$ cat src/rtl/quad_encoder_gen.sv
// Quadrature encoder pattern generator: emits A/B/Z phases at a programmable step period,
// for bounded moves or continuous runs, and tracks signed position and revolution index.
module quad_encoder_gen #(
    parameter int DATA_WIDTH     = 16,
    parameter int COUNTS_PER_REV = 64
) (
    input  logic                  clk,
    input  logic                  reset,
    input  logic                  cmd_valid,
    output logic                  cmd_ready,
    input  logic                  cmd_dir,
    input  logic [DATA_WIDTH-1:0] cmd_period,
    input  logic [DATA_WIDTH-1:0] cmd_steps,
    output logic                  encoder_a,
    output logic                  encoder_b,
    output logic                  encoder_z,
    output logic [DATA_WIDTH-1:0] position,
    output logic                  step_strobe,
    output logic                  busy
);

    localparam int                REV_W   = $clog2(COUNTS_PER_REV);
    localparam logic [REV_W-1:0]  REV_MAX = REV_W'(COUNTS_PER_REV - 1);

    typedef enum logic {S_IDLE, S_RUN} state_t;

    state_t                r_state, w_state_nxt;
    logic                  r_dir, w_dir_nxt;
    logic [DATA_WIDTH-1:0] r_period, w_period_nxt;
    logic [DATA_WIDTH-1:0] r_remaining, w_remaining_nxt;
    logic [DATA_WIDTH-1:0] r_cnt, w_cnt_nxt;
    logic [1:0]            r_ab, w_ab_nxt;
    logic [DATA_WIDTH-1:0] r_pos, w_pos_nxt;
    logic [REV_W-1:0]      r_rev, w_rev_nxt;
    logic                  r_strobe, w_strobe_nxt;
    logic                  w_accept;
    logic                  w_step;

    // Remaining count of zero while running marks a continuous run, which may be retargeted.
    assign cmd_ready = (r_state == S_IDLE) || (r_remaining == '0);
    assign w_accept  = cmd_valid && cmd_ready;

    always_ff @(posedge clk or negedge reset) begin
        if (!reset) begin
            r_state     <= S_IDLE;
            r_dir       <= 1'b0;
            r_period    <= '0;
            r_remaining <= '0;
            r_cnt       <= '0;
            r_ab        <= 2'b00;
            r_pos       <= '0;
            r_rev       <= '0;
            r_strobe    <= 1'b0;
        end else begin
            r_state     <= w_state_nxt;
            r_dir       <= w_dir_nxt;
            r_period    <= w_period_nxt;
            r_remaining <= w_remaining_nxt;
            r_cnt       <= w_cnt_nxt;
            r_ab        <= w_ab_nxt;
            r_pos       <= w_pos_nxt;
            r_rev       <= w_rev_nxt;
            r_strobe    <= w_strobe_nxt;
        end
    end

    always_comb begin
        w_state_nxt     = r_state;
        w_dir_nxt       = r_dir;
        w_period_nxt    = r_period;
        w_remaining_nxt = r_remaining;
        w_cnt_nxt       = r_cnt;
        w_ab_nxt        = r_ab;
        w_pos_nxt       = r_pos;
        w_rev_nxt       = r_rev;
        w_strobe_nxt    = 1'b0;
        w_step          = 1'b0;

        // A newly accepted command takes the edge; no step is emitted on an accepting edge.
        if (w_accept) begin
            w_dir_nxt       = cmd_dir;
            w_period_nxt    = cmd_period;
            w_remaining_nxt = cmd_steps;
            w_cnt_nxt       = '0;
            w_state_nxt     = (cmd_period != '0) ? S_RUN : S_IDLE;
        end else if (r_state == S_RUN) begin
            if (r_cnt == r_period - DATA_WIDTH'(1)) begin
                w_cnt_nxt = '0;
                w_step    = 1'b1;
                if (r_remaining != '0) begin
                    w_remaining_nxt = r_remaining - DATA_WIDTH'(1);
                    if (r_remaining == DATA_WIDTH'(1)) begin
                        w_state_nxt = S_IDLE;
                    end
                end
            end else begin
                w_cnt_nxt = r_cnt + DATA_WIDTH'(1);
            end
        end

        // Gray-code walk: forward 00->01->11->10, reverse is the inverse.
        if (w_step) begin
            w_strobe_nxt = 1'b1;
            if (r_dir) begin
                w_ab_nxt  = {r_ab[0], ~r_ab[1]};
                w_pos_nxt = r_pos + DATA_WIDTH'(1);
                w_rev_nxt = (r_rev == REV_MAX) ? '0 : r_rev + REV_W'(1);
            end else begin
                w_ab_nxt  = {~r_ab[0], r_ab[1]};
                w_pos_nxt = r_pos - DATA_WIDTH'(1);
                w_rev_nxt = (r_rev == '0) ? REV_MAX : r_rev - REV_W'(1);
            end
        end
    end

    assign encoder_a   = r_ab[1];
    assign encoder_b   = r_ab[0];
    assign encoder_z   = (r_rev == '0) && (r_ab == 2'b00);
    assign position    = r_pos;
    assign step_strobe = r_strobe;
    assign busy        = (r_state == S_RUN);

endmodule

$ cat config.mk
export PLATFORM = sky130hd
export DESIGN_NAME = quad_encoder_gen
export DESIGN_NICKNAME = d
export VERILOG_FILES = /design/src/rtl/quad_encoder_gen.sv
export SDC_FILE = /design/constraint.sdc
export NUM_CORES = 1
export LEC_CHECK = 0
export CORE_ASPECT_RATIO = 0.9
export CORE_UTILIZATION = 50
export DETAILED_ROUTE_END_ITERATION = 6
export PLACE_DENSITY = 0.7
export SYNTH_ARGS = -nofsm -noshare
export SYNTH_HDL_FRONTEND = slang
export SYNTH_SLANG_ARGS = --single-unit
$ cat constraint.sdc
create_clock -name clk -period 8.5 [get_ports clk]
set_clock_uncertainty 0.05 [all_clocks]
set_input_delay 0.85 -clock clk [delete_from_list [all_inputs] [get_ports clk]]
set_output_delay 0.85 -clock clk [all_outputs]
set_load 0.01 [all_outputs]
==> impl_results.html, run 1 <==
<table>
<tr><th>Metric</th><th>Value</th></tr>
<tr><th colspan="2">Timing</th></tr>
<tr><td>Max-slew headroom</td><td>20.4%</td></tr>
<tr><td>Setup repair after global routing missed its margin</td><td>false</td></tr>
<tr><td>Final worst path period share</td><td>53.9%</td></tr>
<tr><td>Worst hold slack</td><td>0.459 ns</td></tr>
<tr><td>Setup_tns</td><td>0 ns</td></tr>
<tr><td>Final setup violating endpoints</td><td>0</td></tr>
<tr><td>Final slew viol count</td><td>0</td></tr>
<tr><td>Timing-limited maximum frequency</td><td>218 MHz</td></tr>
<tr><td>Total count of hold-check failures in the final report</td><td>0</td></tr>
<tr><td>Min cycle time layout</td><td>4.58 ns</td></tr>
<tr><td>Transition time of the tightest slew-check pin</td><td>1.18 ns</td></tr>
<tr><th colspan="2">Worst setup path</th></tr>
<tr><td>Maximum fanout along the worst path</td><td>54</td></tr>
<tr><td>Critical path endpoint category</td><td>flip-flop</td></tr>
<tr><td>Critical path's slowest cell</td><td>sky130_fd_sc_hd__and2_2</td></tr>
<tr><td>Slowest cell delay on critical path</td><td>0.87 ns</td></tr>
<tr><td>Worst EP arrival</td><td>4.72 ns</td></tr>
<tr><td>Kind of critical path</td><td>flip-flop to flip-flop</td></tr>
<tr><td>Worst endpoint required time</td><td>8.63 ns</td></tr>
<tr><td>Element type at the critical path start</td><td>flip-flop</td></tr>
<tr><td>Cells along the critical path</td><td>or4_1 &gt; or3_1 &gt; or3_1 &gt; o31ai_1 &gt; and2_2 &gt; nor2_1 &gt; o21ai_0 &gt; o21ai_0</td></tr>
<tr><th colspan="2">Layout</th></tr>
<tr><td>Highest-count cells in the layout ignoring fill and taps</td><td>93 x sky130_fd_sc_hd__nand2_1, 75 x sky130_fd_sc_hd__dfrtp_1, 56 x sky130_fd_sc_hd__clkdlybuf4s50_1, 54 x sky130_fd_sc_hd__o21ai_0</td></tr>
<tr><td>Layout Cell Area excl Fill</td><td>5770 sq um</td></tr>
<tr><td>Net count, final</td><td>686</td></tr>
<tr><td>Diodes inserted</td><td>0</td></tr>
<tr><td>Syn-to-layout area delta</td><td>16.3%</td></tr>
<tr><td>Count of fill cells added during filler insertion</td><td>860</td></tr>
<tr><td>Share of cells above drive strength 1</td><td>4.42%</td></tr>
<tr><td>Final core area utilization</td><td>59.7%</td></tr>
<tr><td>Fin cells</td><td>759</td></tr>
<tr><td>Most common cell after layout, fill and taps aside</td><td>sky130_fd_sc_hd__nand2_1</td></tr>
<tr><th colspan="2">Logic synthesis</th></tr>
<tr><td>Number of enable flip-flop cells after synthesis</td><td>0</td></tr>
<tr><td>Sequential-to-total area share from yosys stat</td><td>37.8%</td></tr>
<tr><td>Area of the mapped netlist</td><td>4960 sq um</td></tr>
<tr><td>Number of standard cells after synthesis</td><td>595</td></tr>
<tr><td>Syn nets</td><td>653</td></tr>
<tr><td>Async SR Flop Fraction</td><td>100%</td></tr>
<tr><td>YS warnings</td><td>0</td></tr>
<tr><td>Synthesized area divided by synthesized cell count</td><td>8.34 sq um</td></tr>
<tr><td>Number of distinct library cell variants in the gate-level netlist after synthesis</td><td>58</td></tr>
<tr><td>Flops &amp; latches, synth</td><td>75</td></tr>
<tr><td>Dominant synthesized flop cell</td><td>sky130_fd_sc_hd__dfrtp_1</td></tr>
<tr><th colspan="2">Placed design</th></tr>
<tr><td>Post-placement cell area</td><td>5550 sq um</td></tr>
<tr><td>Placed Cells</td><td>743</td></tr>
<tr><td>Sum of net half-perimeters after detailed placement</td><td>8340 microns</td></tr>
<tr><td># port buffers</td><td>57</td></tr>
<tr><td>Routability Congestion</td><td>0.840</td></tr>
<tr><th colspan="2">Power and ir drop</th></tr>
<tr><td>Max IR drop VDD</td><td>0.000124 V</td></tr>
<tr><td>Power per Cell Area</td><td>277 nW/um^2</td></tr>
<tr><td>Static leakage power</td><td>0.00235 uW</td></tr>
<tr><th colspan="2">Routing</th></tr>
<tr><td>Number of routed nets with antenna violations</td><td>0</td></tr>
<tr><td>DRC violation count after routing</td><td>0</td></tr>
<tr><td>Count of routing violations after the opening detailed-route iteration</td><td>295</td></tr>
<tr><td>Routed length per instance</td><td>15.8 microns</td></tr>
<tr><td>Routed vias</td><td>4510</td></tr>
<tr><td>WL final</td><td>12000 microns</td></tr>
<tr><td>Vias per inst</td><td>5.94</td></tr>
<tr><td>First-pass detailed-route iteration total</td><td>5</td></tr>
<tr><th colspan="2">Clocking</th></tr>
<tr><td>Max H-tree Level</td><td>3</td></tr>
<tr><td>Total of hold buffers inserted after clock tree synthesis</td><td>0</td></tr>
<tr><td>Post-CTS setup buffer count</td><td>0</td></tr>
<tr><td>Clock insertion delay at the later pin of the skew report</td><td>0.35 ns</td></tr>
<tr><td>Num CTS Buffers</td><td>9</td></tr>
<tr><td>Quantity of gates resized following cts</td><td>0</td></tr>
<tr><td>Deepest clock path buffer count</td><td>2</td></tr>
<tr><td>Root buf cell</td><td>sky130_fd_sc_hd__clkbuf_8</td></tr>
<tr><td>Clock transition time at the flip-flop clock pins of the worst setup and hold paths</td><td>0.09 ns</td></tr>
<tr><td>Clock tree from TritonCTS</td><td>built</td></tr>
<tr><td>Number of sinks on the clock net</td><td>75</td></tr>
<tr><th colspan="2">Global route</th></tr>
<tr><td>Vias in the first global route</td><td>4199</td></tr>
<tr><td>Met3 capacity usage during global routing</td><td>4.69%</td></tr>
<tr><td>Pin count of the biggest net entering global routing</td><td>76</td></tr>
<tr><td>GRT Total Usage</td><td>24.6%</td></tr>
<tr><td>Gr ovfl total</td><td>0</td></tr>
<tr><td>Initial antenna violation count</td><td>0</td></tr>
<tr><td>Met1 demand-to-capacity share in global routing</td><td>32.4%</td></tr>
<tr><td>Global route hottest layer</td><td>met2</td></tr>
<tr><td>Met2 Track Usage GR</td><td>41.9%</td></tr>
<tr><td>First-pass GRT wire length</td><td>20000 microns</td></tr>
<tr><th colspan="2">Floorplanning</th></tr>
<tr><td>Row count</td><td>34</td></tr>
<tr><td>Die area</td><td>10300 sq um</td></tr>
<tr><td>Die Ht</td><td>96.5 microns</td></tr>
<tr><td>IO Pins</td><td>58</td></tr>
<tr><td>Initial core utilization</td><td>51.4%</td></tr>
<tr><td>Die X-Extent</td><td>107 microns</td></tr>
<tr><td>Core box area</td><td>9660 sq um</td></tr>
<tr><th colspan="2">Job</th></tr>
<tr><td>Max-cap violations</td><td>0</td></tr>
<tr><th colspan="2">Status</th></tr>
<tr><td>Status</td><td>finished clean</td></tr>
<tr><th colspan="2">Min path</th></tr>
<tr><td>Worst min-delay path class</td><td>flip-flop to flip-flop</td></tr>
</table>
[flip-flops by register name, summed over array words and instances, names as in the netlist]
register     cells
position        16
r_cnt           16
busy             1
r_remaining     16
r_ab             2
r_dir            1
r_period        16
r_rev            6
step_strobe      1
[worst paths after layout]
kind                                             from                         end  slack (ns)  cells past startpoint
setup / recovery           r_remaining[4]$_DFFE_PN0P_       r_cnt[12]$_DFFE_PN0P_        3.92                      8
hold / removal               position[15]$_DFFE_PN0P_    position[15]$_DFFE_PN0P_        0.46                      1
max in group asynchronous                       reset  r_remaining[6]$_DFFE_PN0P_        7.18                      1
min in group asynchronous                       reset        r_rev[0]$_DFFE_PN0P_        0.60                      1
setup reg to reg           r_remaining[4]$_DFFE_PN0P_       r_cnt[12]$_DFFE_PN0P_        3.92                      8
hold reg to reg              position[15]$_DFFE_PN0P_    position[15]$_DFFE_PN0P_        0.46                      1
[worst max-delay path, delay by kind of cell, from the launching register on]
| kind | cells | cell delay (ns) |
|---|---|---|
| simple gates | 5 | 2.66 |
| compound gates | 3 | 1.28 |
| flops | 1 | 0.42 |
[through the flow]
| stage | total power, uW | setup slack [ns] |
|---|---|---|
| 4_1_cts | 1600 | 3.93 |
| 2_1_floorplan | 1100 | 4.79 |
| 6_report | 1600 | 3.92 |
| 3_3_place_gp | 1250 | 4.18 |
| 3_5_place_dp | 1280 | 3.96 |
| 5_1_grt | 1720 | 3.58 |
[cell families after synthesis]
logic type / Yosys count / synth area share, %
and+or+nand+nor: 250 / 25.2
AOI/OAI and AO/OA: 138 / 17.4
DFF: 75 / 37.8
buffers and inverters: 59 / 4.67
xor gates and xnor gates: 45 / 7.95
adders and majority gates: 22 / 5.70
muxes: 6 / 1.26
[per-layer routing]
metal  wire, microns  part of all wire, %  up-vias
li1                -                    -     2201
met1            5540                   46     2163
met2            5770                   48      130
met3             522                  4.3       16
met4             188                  1.6        0
met5               0                    0        -
[area by class of cell]
class | instances | area (sq um) | area share, %
Multi-Input combinational cell | 461 | 2850 | 49.5
Sequential cell | 75 | 1880 | 32.5
Timing Repair Buffer | 58 | 576 | 9.98
Tap cell | 126 | 158 | 2.73
Clock buffer | 10 | 128 | 2.21
Clock inverter | 6 | 90.1 | 1.56
Inverter | 23 | 86.3 | 1.50
[report_power, final]
part	switching, uW	internal [uW]	leakage, uW
Clock	143	166	0.000106
Sequential	147	453	0.000971
Combinational	388	301	0.00128
Total	677	919	0.00235
[Yosys cell counts (all sizes together), types with 2 or more instances]
cell type / number / area (sq um)
nor3b: 2 / 15.0
a211o: 2 / 17.5
inv: 23 / 86.3
a31oi: 9 / 56.3
nand2: 93 / 349
dfrtp: 75 / 1880
nand3: 27 / 135
a21o: 2 / 15.0
o311ai: 2 / 17.5
and2: 2 / 12.5
mux2: 2 / 22.5
o41ai: 7 / 61.3
a21oi: 29 / 145
nor2b: 2 / 12.5
o31ai: 6 / 45.0
or3: 10 / 72.6
nor3: 24 / 120
o31a: 2 / 17.5
and3: 7 / 43.8
clkbuf: 32 / 121
o221ai: 2 / 17.5
a32oi: 2 / 17.5
nor2: 32 / 120
ha: 21 / 263
o22ai: 2 / 12.5
xor2: 13 / 114
nor4: 16 / 100
buf: 4 / 23.8
o21bai: 6 / 45.0
o21ai: 54 / 270
o211ai: 4 / 30.0
or4: 11 / 82.6
xnor2: 32 / 280
mux2i: 4 / 40.0
nand4: 6 / 37.5
or4b: 3 / 30.0
nand2b: 8 / 50.1
a21boi: 2 / 15.0
(Power assumes the default switching activity.)
==> run 2: changes to the inputs <==
PLACE_DENSITY = 0.72   (was 0.7)
clock period = 3.9 ns   (was 8.5 ns; I/O delays follow)
==> impl_results.html, run 2 (synthesis results as in run 1) <==
<table>
<tr><th>Metric</th><th>Value</th></tr>
<tr><th colspan="2">Placed design</th></tr>
<tr><td>Routability Congestion</td><td>0.894</td></tr>
<tr><td>Placed Cells</td><td>752</td></tr>
<tr><td>Sum of net half-perimeters after detailed placement</td><td>8560 microns</td></tr>
<tr><td># port buffers</td><td>57</td></tr>
<tr><td>Post-placement cell area</td><td>5620 sq um</td></tr>
<tr><th colspan="2">Layout</th></tr>
<tr><td>Syn-to-layout area delta</td><td>17.8%</td></tr>
<tr><td>Multi-input gate area in the final layout</td><td>2850 sq um</td></tr>
<tr><td>Share of cells above drive strength 1</td><td>5.76%</td></tr>
<tr><td>Count of fill cells added during filler insertion</td><td>842</td></tr>
<tr><td>Most common cell after layout, fill and taps aside</td><td>sky130_fd_sc_hd__nand2_1</td></tr>
<tr><td>Diodes inserted</td><td>0</td></tr>
<tr><td>Highest-count cells in the layout ignoring fill and taps</td><td>93 x sky130_fd_sc_hd__nand2_1, 75 x sky130_fd_sc_hd__dfrtp_1, 56 x sky130_fd_sc_hd__clkdlybuf4s50_1, 53 x sky130_fd_sc_hd__o21ai_0</td></tr>
<tr><td>Layout Cell Area excl Fill</td><td>5840 sq um</td></tr>
<tr><td>Sequential cell area in the final layout</td><td>1880 sq um</td></tr>
<tr><td>Fin cells</td><td>768</td></tr>
<tr><td>Net count, final</td><td>695</td></tr>
<tr><th colspan="2">Timing</th></tr>
<tr><td>Transition time of the tightest slew-check pin</td><td>1.15 ns</td></tr>
<tr><td>Final worst path period share</td><td>94.9%</td></tr>
<tr><td>Worst hold slack</td><td>0.119 ns</td></tr>
<tr><td>Timing-limited maximum frequency</td><td>270 MHz</td></tr>
<tr><td>Total count of hold-check failures in the final report</td><td>0</td></tr>
<tr><td>Min cycle time layout</td><td>3.70 ns</td></tr>
<tr><td>Final setup violating endpoints</td><td>0</td></tr>
<tr><td>Final slew viol count</td><td>0</td></tr>
<tr><td>Max-slew headroom</td><td>22.9%</td></tr>
<tr><td>Setup repair after global routing missed its margin</td><td>false</td></tr>
<tr><td>Setup_tns</td><td>0 ns</td></tr>
<tr><th colspan="2">Clocking</th></tr>
<tr><td>Num CTS Buffers</td><td>9</td></tr>
<tr><td>Total of hold buffers inserted after clock tree synthesis</td><td>0</td></tr>
<tr><td>Post-CTS setup buffer count</td><td>0</td></tr>
<tr><td>Clock tree from TritonCTS</td><td>built</td></tr>
<tr><td>Deepest clock path buffer count</td><td>2</td></tr>
<tr><td>Max H-tree Level</td><td>3</td></tr>
<tr><td>Number of sinks on the clock net</td><td>75</td></tr>
<tr><td>Clock transition time at the flip-flop clock pins of the worst setup and hold paths</td><td>0.08 ns</td></tr>
<tr><td>Clock insertion delay at the later pin of the skew report</td><td>0.35 ns</td></tr>
<tr><td>Root buf cell</td><td>sky130_fd_sc_hd__clkbuf_8</td></tr>
<tr><th colspan="2">Floorplanning</th></tr>
<tr><td>Initial core utilization</td><td>51.4%</td></tr>
<tr><td>Die area</td><td>10300 sq um</td></tr>
<tr><td>Die X-Extent</td><td>107 microns</td></tr>
<tr><td>IO Pins</td><td>58</td></tr>
<tr><td>Die Ht</td><td>96.5 microns</td></tr>
<tr><td>Core box area</td><td>9660 sq um</td></tr>
<tr><td>Row count</td><td>34</td></tr>
<tr><th colspan="2">Global route</th></tr>
<tr><td>Pin count of the biggest net entering global routing</td><td>76</td></tr>
<tr><td>Gr ovfl total</td><td>0</td></tr>
<tr><td>First-pass GRT wire length</td><td>19500 microns</td></tr>
<tr><td>Vias in the first global route</td><td>4205</td></tr>
<tr><td>GRT Total Usage</td><td>24.0%</td></tr>
<tr><td>Initial antenna violation count</td><td>0</td></tr>
<tr><th colspan="2">Routing</th></tr>
<tr><td>Count of routing violations after the opening detailed-route iteration</td><td>277</td></tr>
<tr><td>Wire length on met1</td><td>5470 microns</td></tr>
<tr><td>Top routing layer in use</td><td>met4</td></tr>
<tr><td>Routed vias</td><td>4495</td></tr>
<tr><td>Routed length per instance</td><td>15.4 microns</td></tr>
<tr><td>Vias per inst</td><td>5.85</td></tr>
<tr><td>DRC violation count after routing</td><td>0</td></tr>
<tr><td>DR WL met2</td><td>5540 microns</td></tr>
<tr><td>Number of routed nets with antenna violations</td><td>0</td></tr>
<tr><td>First-pass detailed-route iteration total</td><td>5</td></tr>
<tr><td>WL final</td><td>11800 microns</td></tr>
<tr><td>Met3 routed wirelength</td><td>601 microns</td></tr>
<tr><th colspan="2">Worst setup path</th></tr>
<tr><td>Cells along the critical path</td><td>or4_1 &gt; or3_4 &gt; a2111oi_4 &gt; nand4bb_1 &gt; or4b_1 &gt; or3_4 &gt; or4_1 &gt; a31oi_1</td></tr>
<tr><td>Startpoint of the lowest-slack register-to-register path</td><td>r_period[2]$_DFFE_PN0P_</td></tr>
<tr><td>Worst EP arrival</td><td>3.92 ns</td></tr>
<tr><td>Worst Setup SP</td><td>r_period[2]$_DFFE_PN0P_</td></tr>
<tr><td>Buf+Inv Stages, Crit Path</td><td>0</td></tr>
<tr><td>Critical path's slowest cell</td><td>sky130_fd_sc_hd__or4b_1</td></tr>
<tr><td>Worst endpoint required time</td><td>4.12 ns</td></tr>
<tr><td>Kind of cell adding the most delay to the critical path</td><td>simple AND/OR/NAND/NOR gates</td></tr>
<tr><td>Slowest cell delay on critical path</td><td>0.54 ns</td></tr>
<tr><td>Element type at the critical path start</td><td>flip-flop</td></tr>
<tr><td>Critical path endpoint category</td><td>flip-flop</td></tr>
<tr><td>Kind of critical path</td><td>flip-flop to flip-flop</td></tr>
<tr><td>Maximum fanout along the worst path</td><td>14</td></tr>
<tr><th colspan="2">Status</th></tr>
<tr><td>Status</td><td>finished clean</td></tr>
<tr><th colspan="2">Power and ir drop</th></tr>
<tr><td>Static leakage power</td><td>0.00240 uW</td></tr>
<tr><td>Max IR drop VDD</td><td>0.000286 V</td></tr>
<tr><td>Power per Cell Area</td><td>605 nW/um^2</td></tr>
<tr><th colspan="2">Min path</th></tr>
<tr><td>Worst min-delay path class</td><td>input port to asynchronous set/reset pin</td></tr>
<tr><th colspan="2">Job</th></tr>
<tr><td>Max-cap violations</td><td>0</td></tr>
</table>
## run 2: changes by cell type in the layout (fill, tap and decap cells not counted)
cell	delta
sky130_fd_sc_hd__buf_4	+9
sky130_fd_sc_hd__clkbuf_8	+2
sky130_fd_sc_hd__clkinv_4	-2
sky130_fd_sc_hd__o21ai_0	-1
sky130_fd_sc_hd__o21ai_1	+1
sky130_fd_sc_hd__o311ai_0	-1
sky130_fd_sc_hd__o311ai_1	+1
## run 2: per-stage QoR
| step | total power [uW] | utilization (%) | setup WS, ns |
|---|---|---|---|
| after floorplan | 2400 | - | 0.189 |
| after global placement | 2760 | 58.2 | 0.307 |
| after detailed placement | 2830 | 58.2 | 0.152 |
| after CTS | 3530 | 60.5 | 0.0731 |
| after global routing | 3810 | 60.5 | 0.0386 |
| final | 3540 | 60.5 | 0.198 |
## run 2: what timing repair did
item,4_1_cts,5_1_grt
endpoints found under the hold margin,0,0
resized for setup,0,2
setup endpoints to repair,0,21
## run 2: path summary, 6_finish.rpt
kind                       cells past startpoint  slack [ns]                         end
hold reg to reg                                1        0.44    position[15]$_DFFE_PN0P_
max in group asynchronous                      1        3.05              busy$_DFF_PN0_
hold / removal                                 1        0.12        r_rev[3]$_DFFE_PN0P_
min in group clk                               1        0.44    position[15]$_DFFE_PN0P_
setup reg to reg                               8        0.20  r_remaining[7]$_DFFE_PN0P_
setup / recovery                               8        0.20  r_remaining[7]$_DFFE_PN0P_
## run 2: worst register-to-register path, cell delays in order, from the launching register on
cell                        delay, ns
sky130_fd_sc_hd__dfrtp_1         0.47
sky130_fd_sc_hd__or4_1           0.52
sky130_fd_sc_hd__or3_4           0.40
sky130_fd_sc_hd__a2111oi_4       0.37
sky130_fd_sc_hd__nand4bb_1       0.19
sky130_fd_sc_hd__or4b_1          0.54
sky130_fd_sc_hd__or3_4           0.47
sky130_fd_sc_hd__or4_1           0.43
sky130_fd_sc_hd__a31oi_1         0.19
## run 2: area by class of cell
type / count / area share [%]
multi-input cells: 461 / 48.8
flip-flops and latches: 75 / 32.1
repair buffers: 67 / 11.0
well taps: 126 / 2.70
clock buffers: 12 / 2.65
inverters: 23 / 1.48
clock inverters: 4 / 1.24
## run 2: where the power goes
group,internal (uW),switching (uW)
Combinational,683,857
Sequential,987,319
Clock,395,298
## run 2: layer usage
layer | up-vias | GRT usage (%)
li1 | 2213 | -
met1 | 2115 | 30.8
met2 | 145 | 40.4
met3 | 22 | 5.90
met4 | 0 | 7.08
met5 | - | 0
==> run 3: changes to the inputs <==
CAP_MARGIN = 10   (was default)
CORE_MARGIN = 2   (was default)
GPL_TIMING_DRIVEN = 0   (was default)
==> impl_results.html, run 3 (synthesis results as in run 1) <==
<table>
<tr><th>Metric</th><th>Value</th></tr>
<tr><th colspan="2">Layout</th></tr>
<tr><td>Layout Cell Area excl Fill</td><td>6040 sq um</td></tr>
<tr><td>Count of fill cells added during filler insertion</td><td>885</td></tr>
<tr><td>Net count, final</td><td>730</td></tr>
<tr><td>Fin cells</td><td>802</td></tr>
<tr><td>Final core area utilization</td><td>62.5%</td></tr>
<tr><td>Highest-count cells in the layout ignoring fill and taps</td><td>93 x sky130_fd_sc_hd__nand2_1, 74 x sky130_fd_sc_hd__dfrtp_1, 56 x sky130_fd_sc_hd__clkdlybuf4s50_1, 54 x sky130_fd_sc_hd__o21ai_0</td></tr>
<tr><td>Diodes inserted</td><td>0</td></tr>
<tr><td>Syn-to-layout area delta</td><td>21.7%</td></tr>
<tr><td>Share of cells above drive strength 1</td><td>7.69%</td></tr>
<tr><td>Most common cell after layout, fill and taps aside</td><td>sky130_fd_sc_hd__nand2_1</td></tr>
<tr><th colspan="2">Worst setup path</th></tr>
<tr><td>Kind of critical path</td><td>flip-flop to flip-flop</td></tr>
<tr><td>Cell count of the worst reg-to-reg path</td><td>10</td></tr>
<tr><td>Critical path's slowest cell</td><td>sky130_fd_sc_hd__or4b_4</td></tr>
<tr><td>Buf+Inv Stages, Crit Path</td><td>2</td></tr>
<tr><td>Maximum fanout along the worst path</td><td>6</td></tr>
<tr><td>Worst endpoint required time</td><td>4.07 ns</td></tr>
<tr><td>Cells along the critical path</td><td>or4_4 &gt; clkbuf_8 &gt; or3_4 &gt; a2111oi_4 &gt; nand4bb_1 &gt; or4b_4 &gt; buf_6 &gt; or3_2 &gt; o41ai_2 &gt; a31oi_1</td></tr>
<tr><td>Critical path endpoint category</td><td>flip-flop</td></tr>
<tr><td>CP Depth</td><td>10</td></tr>
<tr><td>Slowest cell delay on critical path</td><td>0.55 ns</td></tr>
<tr><td>Worst EP arrival</td><td>3.98 ns</td></tr>
<tr><td>Last element of the critical path</td><td>r_remaining[11]$_DFFE_PN0P_</td></tr>
<tr><td>R2R Path End</td><td>r_remaining[11]$_DFFE_PN0P_</td></tr>
<tr><td>Startpoint of the lowest-slack register-to-register path</td><td>r_period[0]$_DFFE_PN0P_</td></tr>
<tr><td>Worst Setup SP</td><td>r_period[0]$_DFFE_PN0P_</td></tr>
<tr><td>Element type at the critical path start</td><td>flip-flop</td></tr>
<tr><td>Minimum setup slack among reg-to-reg paths</td><td>0.09 ns</td></tr>
<tr><td>Kind of cell adding the most delay to the critical path</td><td>simple AND/OR/NAND/NOR gates</td></tr>
<tr><th colspan="2">Clocking</th></tr>
<tr><td>Max H-tree Level</td><td>3</td></tr>
<tr><td>Number of sinks on the clock net</td><td>75</td></tr>
<tr><td>Clock insertion delay at the later pin of the skew report</td><td>0.36 ns</td></tr>
<tr><td>Num CTS Buffers</td><td>9</td></tr>
<tr><td>Deepest clock path buffer count</td><td>2</td></tr>
<tr><td>Root buf cell</td><td>sky130_fd_sc_hd__clkbuf_8</td></tr>
<tr><td>Clock tree from TritonCTS</td><td>built</td></tr>
<tr><td>Clock transition time at the flip-flop clock pins of the worst setup and hold paths</td><td>0.09 ns</td></tr>
<tr><th colspan="2">Power and ir drop</th></tr>
<tr><td>Power per Cell Area</td><td>594 nW/um^2</td></tr>
<tr><td>Max IR drop VDD</td><td>0.000331 V</td></tr>
<tr><td>Static leakage power</td><td>0.00247 uW</td></tr>
<tr><th colspan="2">Floorplanning</th></tr>
<tr><td>IO Pins</td><td>58</td></tr>
<tr><td>Row count</td><td>34</td></tr>
<tr><td>Die Ht</td><td>98.5 microns</td></tr>
<tr><td>Die area</td><td>10700 sq um</td></tr>
<tr><td>Die X-Extent</td><td>109 microns</td></tr>
<tr><td>Initial core utilization</td><td>51.4%</td></tr>
<tr><td>Core box area</td><td>9660 sq um</td></tr>
<tr><th colspan="2">Timing</th></tr>
<tr><td>Timing-limited maximum frequency</td><td>262 MHz</td></tr>
<tr><td>Setup repair after global routing missed its margin</td><td>true</td></tr>
<tr><td>Min cycle time layout</td><td>3.81 ns</td></tr>
<tr><td>Min setup slack post-route</td><td>0.0882 ns</td></tr>
<tr><td>Transition time of the tightest slew-check pin</td><td>0.742 ns</td></tr>
<tr><td>Final worst path period share</td><td>97.7%</td></tr>
<tr><td>Final setup violating endpoints</td><td>0</td></tr>
<tr><td>Final slew viol count</td><td>0</td></tr>
<tr><td>Total count of hold-check failures in the final report</td><td>0</td></tr>
<tr><td>Max-slew headroom</td><td>50.4%</td></tr>
<tr><th colspan="2">Routing</th></tr>
<tr><td>First-pass detailed-route iteration total</td><td>5</td></tr>
<tr><td>Count of routing violations after the opening detailed-route iteration</td><td>283</td></tr>
<tr><td>WL final</td><td>13100 microns</td></tr>
<tr><td>DRC violation count after routing</td><td>0</td></tr>
<tr><td>Vias per inst</td><td>5.89</td></tr>
<tr><td>Routed length per instance</td><td>16.3 microns</td></tr>
<tr><td>Routed vias</td><td>4726</td></tr>
<tr><td>Number of routed nets with antenna violations</td><td>0</td></tr>
<tr><th colspan="2">Global route</th></tr>
<tr><td>First-pass GRT wire length</td><td>21800 microns</td></tr>
<tr><td>Vias in the first global route</td><td>4564</td></tr>
<tr><td>Pin count of the biggest net entering global routing</td><td>47</td></tr>
<tr><td>GRT Total Usage</td><td>25.6%</td></tr>
<tr><td>Gr ovfl total</td><td>0</td></tr>
<tr><td>Initial antenna violation count</td><td>0</td></tr>
<tr><th colspan="2">Placed design</th></tr>
<tr><td>Placed Cells</td><td>779</td></tr>
<tr><td>Routability Congestion</td><td>0.908</td></tr>
<tr><td>Post-placement cell area</td><td>5710 sq um</td></tr>
<tr><td>Sum of net half-perimeters after detailed placement</td><td>9430 microns</td></tr>
<tr><td># port buffers</td><td>57</td></tr>
<tr><td>Worst setup slack before clock tree synthesis</td><td>-0.302 ns</td></tr>
<tr><th colspan="2">Job</th></tr>
<tr><td>Max-cap violations</td><td>0</td></tr>
<tr><th colspan="2">Min path</th></tr>
<tr><td>Worst min-delay path class</td><td>flip-flop to flip-flop</td></tr>
<tr><td>Startpoint of the lowest-slack hold path</td><td>position[15]$_DFFE_PN0P_</td></tr>
<tr><th colspan="2">Status</th></tr>
<tr><td>Status</td><td>finished clean</td></tr>
</table>
[run 3: cell count changes in the layout (fill, tap and decap cells not counted), moves of 2 or more]
cell | previous run | this run
sky130_fd_sc_hd__clkbuf_1 | 1 | 26
sky130_fd_sc_hd__clkbuf_2 | 0 | 3
sky130_fd_sc_hd__o41ai_1 | 7 | 4
sky130_fd_sc_hd__o41ai_2 | 0 | 3
sky130_fd_sc_hd__o31ai_1 | 6 | 4
[run 3: area by class of cell]
type                            instances  area (sq um)  area share [%]
Multi-Input combinational cell        462          2910            48.2
Sequential cell                        75          1880            31.1
Timing Repair Buffer                   68           673            11.1
Tap cell                              126           158            2.61
Buffer                                 33           150            2.49
Clock buffer                           10           128            2.11
Inverter                               23          86.3            1.43
Clock inverter                          5          55.1           0.912
[run 3: repair_timing]
item | 4_1_cts | 5_1_grt
endpoints found under the hold margin | 29 | 0
resized for setup | 10 | 13
cloned | 0 | 1
hold buffers | 1 | 0
endpoints found under the setup margin | 28 | 29
pin swaps | 4 | 5
buffers inserted | 6 | 3
[run 3: worst min-delay path by stage]
stage	end	slack (ns)	cells after the start
floorplan	busy$_DFF_PN0_	0.04	0
global placement	position[15]$_DFFE_PN0P_	0.43	1
detailed placement	r_rev[4]$_DFFE_PN0P_	0.31	1
CTS	position[15]$_DFFE_PN0P_	0.45	1
global route	position[15]$_DFFE_PN0P_	0.48	1
finish	position[15]$_DFFE_PN0P_	0.44	1
[run 3: routing by layer]
metal	GRT usage [%]	vias to the layer above	part of all wire [%]
met2	41.5	140	48
met1	34.9	2283	45
met4	7.59	0	1.4
met3	4.63	20	5.1
li1	-	2283	-
met5	0	-	0
[run 3: where the power goes]
group	internal (uW)	switching [uW]	total, uW
clock	290	306	597
combinational	768	991	1760
sequential	988	242	1230
[run 3: stage by stage]
stage	hold slack (ns)	TNS [ns]	total power [uW]
after global routing	0.483	-0.447	3870
after global placement	0.432	-31.71	2790
after CTS	0.449	0	3520
final	0.443	0	3590
after floorplan	0.0444	0	2400
after detailed placement	0.309	-4.46	2870
